`src/rtl/agc_io_channels.sv`:
```
// IO channel responder for the AGC core: keypad latch, status, display
// FIFO, two output latches and two synchronised input ports.
module agc_io_channels #(
    parameter int FIFO_DEPTH  = 8,
    parameter int SYNC_STAGES = 2
) (
    input  logic        clock,
    input  logic        reset_n,
    input  logic [2:0]  IO_read_sel,
    input  logic [2:0]  IO_write_sel,
    input  logic [14:0] IO_write_data,
    output logic [14:0] IO_read_data,
    output logic        io_stall,
    input  logic        key_valid,
    input  logic [4:0]  key_code,
    output logic        disp_valid,
    input  logic        disp_ready,
    output logic [14:0] disp_data,
    output logic [14:0] out_ch4,
    output logic [14:0] out_ch5,
    input  logic [14:0] in_ch6,
    input  logic [14:0] in_ch7
);

    localparam int AW = $clog2(FIFO_DEPTH);
    localparam int CW = AW + 1;

    logic [4:0]    key_q, key_d;
    logic          pend_q, pend_d;
    logic          ovr_q, ovr_d;
    logic [CW-1:0] cnt_q, cnt_d;
    logic [AW-1:0] wp_q, wp_d;
    logic [AW-1:0] rp_q, rp_d;
    logic [14:0]   o4_q, o4_d;
    logic [14:0]   o5_q, o5_d;
    logic [14:0]   rd_q, rd_d;
    logic [14:0]   mem_q [FIFO_DEPTH];
    logic [14:0]   s6_q [SYNC_STAGES];
    logic [14:0]   s7_q [SYNC_STAGES];

    logic full, push, pop, rd_key;

    assign full       = (cnt_q == CW'(FIFO_DEPTH));
    assign io_stall   = (IO_write_sel == 3'd3) && full;
    assign push       = (IO_write_sel == 3'd3) && !full;
    assign disp_valid = (cnt_q != '0);
    assign pop        = disp_valid && disp_ready;
    assign disp_data  = disp_valid ? mem_q[rp_q] : 15'h0;
    assign rd_key     = (IO_read_sel == 3'd1);
    assign out_ch4    = o4_q;
    assign out_ch5    = o5_q;
    assign IO_read_data = rd_q;

    always_comb begin
        cnt_d = cnt_q;
        wp_d  = push ? wp_q + AW'(1) : wp_q;
        rp_d  = pop ? rp_q + AW'(1) : rp_q;
        unique case ({push, pop})
            2'b10:   cnt_d = cnt_q + CW'(1);
            2'b01:   cnt_d = cnt_q - CW'(1);
            default: cnt_d = cnt_q;
        endcase
    end

    // A ch1 read frees the latch in the same cycle, so a coincident key is taken
    always_comb begin
        key_d  = key_q;
        pend_d = pend_q;
        ovr_d  = ovr_q;
        o4_d   = o4_q;
        o5_d   = o5_q;
        if (IO_write_sel == 3'd2) ovr_d = 1'b0;
        if (IO_write_sel == 3'd4) o4_d = IO_write_data;
        if (IO_write_sel == 3'd5) o5_d = IO_write_data;
        if (key_valid && (!pend_q || rd_key)) begin
            key_d  = key_code;
            pend_d = 1'b1;
        end else if (key_valid) begin
            ovr_d = 1'b1;
        end else if (rd_key) begin
            pend_d = 1'b0;
        end
    end

    always_comb begin
        rd_d = 15'h0;
        unique case (IO_read_sel)
            3'd1:    rd_d = {10'b0, key_q};
            3'd2:    rd_d = {12'b0, ovr_q, full, pend_q};
            3'd3:    rd_d = 15'(cnt_q);
            3'd4:    rd_d = o4_q;
            3'd5:    rd_d = o5_q;
            3'd6:    rd_d = s6_q[SYNC_STAGES-1];
            3'd7:    rd_d = s7_q[SYNC_STAGES-1];
            default: rd_d = 15'h0;
        endcase
    end

    always_ff @(posedge clock or negedge reset_n) begin
        if (!reset_n) begin
            key_q  <= '0;
            pend_q <= 1'b0;
            ovr_q  <= 1'b0;
            cnt_q  <= '0;
            wp_q   <= '0;
            rp_q   <= '0;
            o4_q   <= '0;
            o5_q   <= '0;
            rd_q   <= '0;
            for (int i = 0; i < SYNC_STAGES; i++) begin
                s6_q[i] <= '0;
                s7_q[i] <= '0;
            end
        end else begin
            key_q  <= key_d;
            pend_q <= pend_d;
            ovr_q  <= ovr_d;
            cnt_q  <= cnt_d;
            wp_q   <= wp_d;
            rp_q   <= rp_d;
            o4_q   <= o4_d;
            o5_q   <= o5_d;
            rd_q   <= rd_d;
            s6_q[0] <= in_ch6;
            s7_q[0] <= in_ch7;
            for (int i = 1; i < SYNC_STAGES; i++) begin
                s6_q[i] <= s6_q[i-1];
                s7_q[i] <= s7_q[i-1];
            end
        end
    end

    // Storage needs no reset: the head is masked while the FIFO is empty
    always_ff @(posedge clock) begin
        if (push) mem_q[wp_q] <= IO_write_data;
    end

endmodule
```
`config.mk`:
```
export PLATFORM = sky130hd
export DESIGN_NAME = agc_io_channels
export DESIGN_NICKNAME = d
export VERILOG_FILES = /design/src/rtl/agc_io_channels.sv
export SDC_FILE = /design/constraint.sdc
export NUM_CORES = 1
export LEC_CHECK = 0
export BUFFER_PORTS_ARGS = -buffer_cell sky130_fd_sc_hd__buf_4
export CORE_MARGIN = 2
export CORE_UTILIZATION = 60
export CTS_BUF_LIST = sky130_fd_sc_hd__clkbuf_16
export DETAILED_ROUTE_END_ITERATION = 12
export GPL_TIMING_DRIVEN = 1
export HOLD_SLACK_MARGIN = 0.08
export PLACE_DENSITY = 0.83
export SYNTH_ARGS = -nofsm -noshare
export SYNTH_HDL_FRONTEND = slang
export SYNTH_SLANG_ARGS = --single-unit
export TNS_END_PERCENT = 100
```
`constraint.sdc`:
```
create_clock -name clock -period 6.45 [get_ports clock]
set_input_delay 0.3225 -clock clock [delete_from_list [all_inputs] [get_ports clock]]
set_output_delay 0.3225 -clock clock [all_outputs]
set_load 0.05 [all_outputs]
```
==> flow_summary_export.csv, run 1 <==
group,metric,value,unit
final_layout,drive_gt1_share,40.1,%
routing,wirelength,18.9,mm
routing,viasPerCell,5.86,
clocking,cts-root-buf,"clkbuf_16",
clocking,cts_tree,"done",
worst_setup_path,crit_path_max_fanout,32,
min_path,holdPathStages,1,
grt,grt_pass1_vias,5355,
final_layout,multi_input_area,2200,um2
worst_setup_path,r2r-start,"cnt_q[0]",
final_layout,nNetsFinal,697,
grt,grt_pass1_wl,29.4,mm
final_layout,ff_latch_area,6660,um2
sta,tns,0,ns
sta,finalCriticalPeriod,3.00,ns
floorplanning,core,14600,um2
worst_setup_path,path_cells,"mux4_2, a22o_1, buf_4",
min_path,min_from,"IO_write_data[2]",
worst_setup_path,critPathArrivalTime,2.68,ns
logic_synthesis,synth_seq_cells,242,
placed_design,gp_congestion,0.786,
clocking,htreeDepth,1,
worst_setup_path,critPathKind,"register to output port",
min_path,hold_path_end,"mem_q[6][2]",
logic_synthesis,syn_avg_cell_area,19.7,um2
routing,antenna_left,0,
grt,antenna_found_initial,0,
worst_setup_path,worstPathBufferInverterCount,1,
logic_synthesis,synth_top_family_by_area,"multiplexers",
run_status,status,"finished clean",
sta,timing.fmax,0.333,GHz
final_layout,num_antenna_cells,0,
worst_setup_path,cp-startpoint,"rp_q[0]",
power_and_ir_drop,irDropWorstVdd,0.303,mV
final_layout,final-instance-count-excl-fill,833,
logic_synthesis,yosysSeqAreaShare,74.2,%
grt,overflow,0,
sta,maxSlewViolCount,0,
sta,setup_viol,0,
logic_synthesis,synth_adder_area_share,0.697,%
floorplanning,start_util,61.5,%
worst_setup_path,slowest_delay,1.08,ns
floorplanning,ioPinCount,122,
logic_synthesis,synth_ff_type,"dfrtp_1",
logic_synthesis,syn_nets,520,
placed_design,port_buffers,121,
clocking,cts_sinks,242,
routing,route.detailed.drc,0,
logic_synthesis,synth_simple_gate_area_share,3.60,%
min_path,hp-class,"input port to register",
clocking,ctsResizeCount,0,
routing,drt_iter0_drc,282,
logic_synthesis,synth_edf_count,120,
grt,grt_max_degree,63,
worst_setup_path,required,6.13,ns
logic_synthesis,netlist_area,8970,um2
final_layout,fillers,768,
worst_setup_path,reg2reg_setup_slack,3.64,ns
sta,grt_setup_unrepaired,"false",
power_and_ir_drop,power_density,412,nW/um2
sta,finalHoldViolCount,0,
worst_setup_path,cp_top_family,"flip-flops",
worst_setup_path,endpoint_kind,"output port",
sta,worst_pin_slew,1.08,ns
logic_synthesis,muxShareOfSynthArea,16.7,%
flow_run,maxCapViolations,0,
placed_design,hpwl,11.0,mm
worst_setup_path,crit_path_start_kind,"register",
sta,worst_slack,3.45,ns
sta,fin_skew,0.0177,ns
floorplanning,dieArea,16000,um2
routing,drt_pre_antenna_iters,4,
logic_synthesis,synth-compound-area-share,2.70,%
logic_synthesis,ys_types,43,
floorplanning,fp.dieH,126,um
routing,wl_per_cell,22.7,um
clocking,post_cts_buffers,0,
worst_setup_path,critPathSlowestCell,"dfrtp_2",
sta,finalCritPeriodShare,46.6,%
clocking,clockBufferDepth,3,
placed_design,dp.cells,749,
sta,max-slew-margin-rel,28.3,%
clocking,path_clk_slew,0.06,ns
logic_synthesis,synth_xor_area_share,0.683,%
final_layout,syn_to_final_growth,25.0,%
routing,vias,4883,
floorplanning,rows,44,
grt,track_usage,24.3,%
logic_synthesis,ys_async_sr_fraction,50.4,%
placed_design,place_ws,3.64,ns
worst_setup_path,reg2reg_depth,6,
floorplanning,die_w,126,um
clocking,clkLatencyLatePin,0.51,ns
logic_synthesis,synth_cells,455,
worst_setup_path,r2r_end,"cnt_q[3]",
power_and_ir_drop,power_leakage,4.47,nW
clocking,cts_made_buffers,23,
logic_synthesis,synth-warning-count,0,
## state kept, by name (all words and copies together) (netlist names), 4 cells and up
signal and flops:
out_ch5 15, out_ch4 15, s6_q 30, IO_read_data 15
s7_q 30, key_q 5, cnt_q 4, mem_q 120
## worst max-delay path by stage
| stage | end | slack [ns] | cells past startpoint |
|---|---|---|---|
| finish | disp_data[11] | 3.45 | 3 |
| global route | disp_data[11] | 3.30 | 3 |
| CTS | disp_data[11] | 3.38 | 3 |
| detailed placement | cnt_q[3] | 3.64 | 6 |
| global placement | cnt_q[3] | 3.77 | 6 |
| floorplan | cnt_q[3] | 3.79 | 10 |
## cell usage after synthesis (all sizes together) (3+ instances only)
master,instances,area share [%]
a22o,15,1.5
and2,11,0.79
buf,10,0.82
clkbuf,11,0.46
dfrtp,122,34
edfxtp,120,40
ha,5,0.70
inv,5,0.21
mux2,43,5.4
mux4,44,11
nand2,10,0.42
nand2b,4,0.28
nand3,3,0.17
nand3b,4,0.33
nor2,7,0.29
nor2b,4,0.28
o21ai,7,0.39
xnor2,6,0.59
## routing by layer
metal / vias to the layer above / wire, um / track usage (%)
met3: 50 / 897 / 3.46
met4: 0 / 660 / 8.60
met5: - / 0 / 0
met2: 172 / 9910 / 42.3
met1: 2551 / 7430 / 31.8
li1: 2110 / - / -
## final cells by class
class / instances / area share, %
sequential: 242 / 59.3
multi-input combinational: 187 / 19.6
timing repair buffer: 173 / 12.5
clock buffer: 23 / 5.13
tap: 184 / 2.05
clock inverter: 19 / 1.20
inverter: 5 / 0.167
## layout by cell type (no fill, tap or decap), types with 6 or more instances in the layout
cell	instances
mux4_2	44
dfrtp_1	121
xnor2_1	6
clkbuf_16	23
inv_1	11
o21ai_0	6
a22o_1	15
nand2_1	10
mux2_2	43
and2_1	10
dlygate4sd3_1	42
edfxtp_1	120
buf_4	131
## cells by family (layout without fill, tap and decap cells)
| logic type | Yosys count | count (layout) |
|---|---|---|
| buf+inv | 26 | 220 |
| compound gates | 32 | 32 |
| flops | 242 | 242 |
| fa+ha+maj | 5 | 5 |
| mux | 89 | 89 |
| xor+xnor | 7 | 7 |
| simple gates | 54 | 54 |
## power breakdown
| group | total [W] | switching (W) | leakage [nW] | internal [W] |
|---|---|---|---|---|
| Sequential | 0.00193 | 0.000168 | 2.52 | 0.00176 |
| Clock | 0.00127 | 0.000543 | 0.378 | 0.000728 |
| Combinational | 0.00143 | 0.000838 | 1.57 | 0.000588 |
## what timing repair did
| action | in CTS | in global routing |
|---|---|---|
| endpoints found under the setup margin | 0 | 0 |
| hold endpoints to repair | 121 | 0 |
| hold buffers | 42 | 0 |
## metrics by stage
step / power (W) / hold slack [ns] / utilization [%] / cell area (um2)
CTS: 0.00464 / 0.0820 / 76.9 / 11200
detailed placement: 0.00336 / 0.335 / 69.2 / 10100
global placement: 0.00332 / 0.332 / 69.2 / 10100
finish: 0.00463 / 0.0903 / 76.9 / 11200
global route: 0.00479 / 0.0867 / 76.9 / 11200
floorplan: 0.00295 / 0.0269 / - / 8970
No activity file was read; power rests on OpenSTA's default activity.
==> run 2, diff against run 1 <==
--- a/config.mk
+++ b/config.mk
@@ -7,12 +7,12 @@
 export LEC_CHECK = 0
 export BUFFER_PORTS_ARGS = -buffer_cell sky130_fd_sc_hd__buf_4
 export CORE_MARGIN = 2
-export CORE_UTILIZATION = 60
+export CORE_UTILIZATION = 51
 export CTS_BUF_LIST = sky130_fd_sc_hd__clkbuf_16
 export DETAILED_ROUTE_END_ITERATION = 12
 export GPL_TIMING_DRIVEN = 1
 export HOLD_SLACK_MARGIN = 0.08
-export PLACE_DENSITY = 0.83
+export PLACE_DENSITY = 0.75
 export SYNTH_ARGS = -nofsm -noshare
 export SYNTH_HDL_FRONTEND = slang
 export SYNTH_SLANG_ARGS = --single-unit
==> constraint.sdc (replaced) <==
create_clock -name clock -period 2.52 [get_ports clock]
set_input_delay 0.126 -clock clock [delete_from_list [all_inputs] [get_ports clock]]
set_output_delay 0.126 -clock clock [all_outputs]
set_load 0.05 [all_outputs]
==> flow_summary_export.csv, run 2 (same netlist as run 1, synthesis figures left out) <==
group,metric,value,unit
run_status,status,"finished clean",
floorplanning,ioPinCount,122,
floorplanning,core,17200,um2
sta,tns,0,ns
placed_design,dpl-instance-area,10300,um2
final_layout,drive_gt1_share,41.7,%
grt,grt_pass1_vias,5368,
floorplanning,dieArea,18700,um2
clocking,path_clk_slew,0.06,ns
final_layout,final_area,11700,um2
floorplanning,die_w,137,um
routing,wl_met3,1.25,mm
grt,antenna_found_initial,0,
worst_setup_path,r2r-start,"cnt_q[3]",
placed_design,gp_congestion,0.810,
final_layout,nNetsFinal,730,
routing,top_layer,"met4",
sta,hold_ws,0.169,ns
routing,antenna_left,0,
routing,wl_per_cell,21.2,um
flow_run,maxCapViolations,0,
clocking,cts-root-buf,"clkbuf_16",
power_and_ir_drop,power_leakage,4.66,nW
grt,grt_pass1_wl,30.1,mm
sta,finalHoldViolCount,0,
grt,track_usage,21.6,%
sta,max-slew-margin-rel,44.6,%
worst_setup_path,reg2reg_setup_slack,0.08,ns
routing,route.detailed.drc,0,
final_layout,final-instance-count-excl-fill,909,
floorplanning,start_util,52.1,%
final_layout,reg_top3,"mem_q: 120 flops, s6_q: 30 flops, s7_q: 30 flops",
sta,setup_viol,0,
worst_setup_path,r2r_end,"cnt_q[3]",
routing,vias,4979,
sta,finalCriticalPeriod,2.48,ns
worst_setup_path,cp-startpoint,"cnt_q[3]",
routing,met2WireLength,9.95,mm
final_layout,syn_to_final_growth,30.4,%
grt,grt_max_degree,49,
placed_design,port_buffers,121,
sta,timing.fmax,0.404,GHz
clocking,htreeDepth,1,
routing,drt_pre_antenna_iters,4,
routing,viasPerCell,5.48,
routing,drt-met1-wl,7.77,mm
final_layout,largest_reg_flops,120,
routing,drt_iter0_drc,256,
clocking,cts_sinks,242,
final_layout,mostFrequentLayoutCell,"buf_4",
placed_design,hpwl,12.0,mm
sta,worst_pin_slew,0.828,ns
floorplanning,fp.dieH,137,um
routing,wirelength,19.3,mm
final_layout,num_antenna_cells,0,
grt,overflow,0,
clocking,clockBufferDepth,3,
worst_setup_path,crit_path_start_kind,"register",
clocking,clkLatencyLatePin,0.51,ns
sta,maxSlewViolCount,0,
sta,worst_slack,0.0438,ns
floorplanning,rows,48,
sta,finalCritPeriodShare,98.3,%
worst_setup_path,required,2.39,ns
worst_setup_path,endpoint_kind,"output port",
sta,fin_skew,0.00902,ns
power_and_ir_drop,power_density,1050,nW/um2
placed_design,dp.cells,801,
worst_setup_path,crit_path_max_fanout,15,
final_layout,top_register,"mem_q",
worst_setup_path,critPathArrivalTime,2.35,ns
worst_setup_path,reg2reg_depth,7,
clocking,cts_tree,"done",
power_and_ir_drop,irDropWorstVdd,0.749,mV
placed_design,place_ws,0.0706,ns
clocking,cts_made_buffers,25,
final_layout,final_cell_mix,"buf_4 (142), dfrtp_1 (120), edfxtp_1 (120)",
min_path,hp-class,"input port to asynchronous set/reset pin",
final_layout,fillers,1085,
worst_setup_path,critPathKind,"register to output port",
run 2: cell count changes in the layout (fill, tap and decap cells not counted), moves of 3 or more:
| cell | change |
|---|---|
| dlygate4sd3_1 | +18 |
| buf_4 | +11 |
| clkbuf_16 | +4 |
| inv_2 | +3 |
run 2: final cells by class:
type,instances,area [um2],share of cell area [%]
inverter,5,21.3,0.182
multi-input combinational,187,2260,19.3
timing repair buffer,204,1700,14.5
clock buffer,27,676,5.77
sequential,242,6660,56.9
clock inverter,19,110,0.941
tap,225,282,2.41
run 2: per-stage QoR:
stage	power, W	util, %
final	0.0123	67.9
after global routing	0.0128	67.9
after CTS	0.0123	67.6
after detailed placement	0.00874	59.6
after global placement	0.00863	59.6
after floorplan	0.00761	-
run 2: report_power, final:
part           leakage (nW)  switching [W]  total [W]  internal, W
sequential             2.52       0.000253    0.00477      0.00452
combinational          1.72        0.00239    0.00403      0.00165
clock                 0.413        0.00146    0.00349      0.00203
run 2: critical path: stages, from the launching register on:
cell and delay [ns]:
dfrtp_2 0.43, or4_4 0.60, nor2b_1 0.18, buf_6 0.17, a22o_1 0.25, buf_4 0.20
run 2: worst max path at each step:
| stage | cells past startpoint | end | slack [ns] |
|---|---|---|---|
| 2_1_floorplan | 9 | cnt_q[3] | 0.006 |
| 3_3_place_gp | 6 | cnt_q[3] | 0.16 |
| 3_5_place_dp | 6 | cnt_q[3] | 0.07 |
| 4_1_cts | 5 | disp_data[4] | 0.03 |
| 5_1_grt | 5 | disp_data[4] | -0.01 |
| 6_report | 5 | disp_data[3] | 0.04 |
run 2: routing by layer:
metal | track usage (%) | up-vias
met5 | 0 | -
met2 | 36.7 | 190
met4 | 5.44 | 0
met1 | 29.0 | 2593
li1 | - | 2176
met3 | 4.15 | 20
run 2: timing repair:
item / CTS / global route
buffers inserted: 0 / 2
hold buffers: 60 / 0
endpoints found under the setup margin: 3 / 4
endpoints found under the hold margin: 251 / 0
pin swaps: 1 / 1
gates resized for setup: 0 / 5
==> run 3, diff against run 2 <==
--- a/config.mk
+++ b/config.mk
@@ -5,14 +5,14 @@
 export SDC_FILE = /design/constraint.sdc
 export NUM_CORES = 1
 export LEC_CHECK = 0
+export ABC_AREA = 1
 export BUFFER_PORTS_ARGS = -buffer_cell sky130_fd_sc_hd__buf_4
 export CORE_MARGIN = 2
-export CORE_UTILIZATION = 51
+export CORE_UTILIZATION = 40
 export CTS_BUF_LIST = sky130_fd_sc_hd__clkbuf_16
 export DETAILED_ROUTE_END_ITERATION = 12
 export GPL_TIMING_DRIVEN = 1
 export HOLD_SLACK_MARGIN = 0.08
-export PLACE_DENSITY = 0.75
 export SYNTH_ARGS = -nofsm -noshare
 export SYNTH_HDL_FRONTEND = slang
 export SYNTH_SLANG_ARGS = --single-unit
==> flow_summary_export.csv, run 3 <==
group,metric,value,unit
routing,route.detailed.drc,0,
clocking,cts_tree,"done",
logic_synthesis,yosysSeqAreaShare,73.0,%
grt,grt_pass1_wl,32.3,mm
grt,overflow,0,
flow_run,maxCapViolations,0,
final_layout,largest_reg_flops,120,
routing,drt_iter0_drc,366,
logic_synthesis,synth_cells,750,
logic_synthesis,muxShareOfSynthArea,0,%
worst_setup_path,path_cells,"buf_6, nor2_1, nor2_1, o21ai_0, o211ai_1, nand2_1, nor2_1, buf_4",
routing,antenna_left,0,
logic_synthesis,yosysMostFrequentCell,"dfrtp_1",
floorplanning,fp.dieH,155,um
grt,met2_usage,27.9,%
placed_design,hpwl,12.5,mm
logic_synthesis,synth_common_cells,"dfrtp_1 (122), edfxtp_1 (120), nor2_1 (119)",
final_layout,final-instance-count-excl-fill,1256,
logic_synthesis,synth_simple_gate_area_share,12.5,%
final_layout,drive_gt1_share,20.1,%
sta,fin_skew,0.00797,ns
placed_design,place_ws,0.551,ns
sta,worst_pin_slew,0.622,ns
sta,worst_slack,0.201,ns
worst_setup_path,cp_top_family,"buffers and inverters",
placed_design,gp_congestion,0.781,
routing,vias,6117,
placed_design,port_buffers,121,
grt,grt_max_degree,62,
logic_synthesis,synth_seq_cells,242,
placed_design,dp.cells,1142,
clocking,post_cts_buffers,0,
grt,track_usage,17.2,%
logic_synthesis,netlist_area,9110,um2
clocking,clkLatencyLatePin,0.51,ns
logic_synthesis,synth_edf_count,120,
floorplanning,start_util,40.5,%
grt,top_usage_layer,"met2",
final_layout,num_antenna_cells,0,
run_status,status,"finished clean",
final_layout,reg_top3,"mem_q: 120 flops, s6_q: 30 flops, s7_q: 30 flops",
worst_setup_path,crit_path_max_fanout,61,
sta,maxSlewViolCount,0,
clocking,htreeDepth,1,
sta,setup_viol,0,
sta,finalCritPeriodShare,92.0,%
final_layout,nNetsFinal,1018,
grt,antenna_found_initial,0,
final_layout,top_register,"mem_q",
logic_synthesis,synth_ff_type,"dfrtp_1",
routing,wl_per_cell,16.3,um
sta,timing.fmax,0.431,GHz
clocking,cts_made_buffers,24,
logic_synthesis,ys_types,32,
routing,viasPerCell,4.87,
routing,drt_pre_antenna_iters,4,
logic_synthesis,synth.area.top_cells,"edfxtp_1 (40%), dfrtp_1 (33%), o21ai_0 (5.2%)",
grt,met1_usage,23.3,%
logic_synthesis,yosysTopAreaCellShare,39.5,%
worst_setup_path,crit_path_start_kind,"register",
worst_setup_path,critPathKind,"register to output port",
grt,met3_usage,3.65,%
sta,max-slew-margin-rel,58.4,%
clocking,cts-root-buf,"clkbuf_16",
floorplanning,rows,55,
worst_setup_path,worstPathBufferInverterCount,2,
final_layout,fillers,1943,
worst_setup_path,critPathArrivalTime,2.19,ns
min_path,hp-class,"input port to asynchronous set/reset pin",
sta,finalHoldViolCount,0,
worst_setup_path,crit_top_cell,"nor2_1",
logic_synthesis,synth-compound-area-share,9.12,%
worst_setup_path,critPathSlowestCell,"buf_6",
worst_setup_path,slowest_delay,0.38,ns
logic_synthesis,synth_top_family_by_area,"simple AND/OR/NAND/NOR gates",
logic_synthesis,ys_async_sr_fraction,50.4,%
sta,finalCriticalPeriod,2.32,ns
logic_synthesis,syn_avg_cell_area,12.2,um2
logic_synthesis,synth_xor_area_share,0.673,%
power_and_ir_drop,power_density,1050,nW/um2
logic_synthesis,syn_nets,815,
final_layout,final_cell_mix,"buf_4 (140), dfrtp_1 (122), edfxtp_1 (120)",
final_layout,syn_to_final_growth,29.7,%
clocking,cts_sinks,242,
clocking,path_clk_slew,0.06,ns
floorplanning,dieArea,24000,um2
power_and_ir_drop,power_leakage,5.03,nW
floorplanning,die_w,155,um
floorplanning,core,22500,um2
logic_synthesis,synth_adder_area_share,0.686,%
worst_setup_path,endpoint_kind,"output port",
sta,grt_setup_unrepaired,"false",
routing,wirelength,20.5,mm
final_layout,mostFrequentLayoutCell,"buf_4",
logic_synthesis,synth-warning-count,0,
sta,tns,0,ns
floorplanning,ioPinCount,122,
clocking,clockBufferDepth,3,
grt,grt_pass1_vias,5906,
logic_synthesis,synth_top_area_cell,"edfxtp_1",
power_and_ir_drop,irDropWorstVdd,0.553,mV
worst_setup_path,required,2.39,ns
-- run 3: changes by cell type after synthesis, moves of 16 or more --
cell	change
nor2_1	+112
nand2_1	+90
o21ai_0	+88
mux4_2	-44
mux2_2	-43
inv_1	+33
nand3_1	+24
o22ai_1	+16
-- run 3: report_power, final --
part / leakage [nW] / switching (W) / internal [W]
registers: 2.55 / 0.000225 / 0.00449
logic: 2.08 / 0.00302 / 0.00133
clock network: 0.402 / 0.00141 / 0.00189
total: 5.03 / 0.00465 / 0.00771
-- run 3: worst paths after layout --
kind	startpoint	end	slack (ns)	cells after the start
min in group clock	IO_write_sel[1]	wp_q[2]	0.16	6
worst max-delay path	rp_q[0]	disp_data[13]	0.20	8
worst min-delay path	reset_n	IO_read_data[3]	0.14	3
worst min register to register	s6_q[19]	s6_q[4]	0.34	0
max in group asynchronous	reset_n	s7_q[23]	1.96	3
worst max register to register	pend_q	key_q[2]	0.52	6
-- run 3: layout make-up --
| type | count | area [um2] | share of cell area [%] |
|---|---|---|---|
| inverters | 41 | 154 | 1.30 |
| clock inverters | 19 | 108 | 0.910 |
| well taps | 285 | 357 | 3.02 |
| flip-flops and latches | 242 | 6660 | 56.3 |
| repair buffers | 212 | 1790 | 15.2 |
| multi-input cells | 432 | 2130 | 18.0 |
| clock buffers | 25 | 626 | 5.29 |
-- run 3: cells by family (layout without fill, tap and decap cells) --
logic type | count (synthesis) | in the layout
simple gates | 272 | 272
flops | 242 | 242
compound gates | 148 | 148
buf+inv | 76 | 297
xor+xnor | 7 | 7
fa+ha+maj | 5 | 5
-- run 3: timing repair --
action                                  in CTS  in global routing
endpoints found under the setup margin       0                  4
hold endpoints to repair                   315                  0
resized for setup                            0                  1
hold buffers                                70                  0
-- run 3: layer usage --
layer / routed length [um] / share of wire (%) / up-vias
met1: 8900 / 43 / 2921
met2: 9820 / 48 / 172
met4: 461 / 2.2 / 0
met3: 1330 / 6.5 / 39
li1: - / - / 2985
met5: 0 / 0 / -
-- run 3: worst register-to-register path: cells and delay by family, from the launching register on --
kind,cells,cell delay (ns)
buffers and inverters,2,1.11
DFF,1,0.39
and+or+nand+nor,3,0.34
AOI/OAI and AO/OA,1,0.04
-- run 3: metrics by stage --
stage	cell area, um2	hold slack [ns]	util [%]	total power (W)
after global routing	11800	0.162	52.5	0.0130
after detailed placement	10400	0.0704	46.1	0.00905
after CTS	11800	0.135	52.5	0.0125
after floorplan	9110	-0.170	-	0.00775
after global placement	10400	0.0708	46.1	0.00901
final	11800	0.136	52.5	0.0124
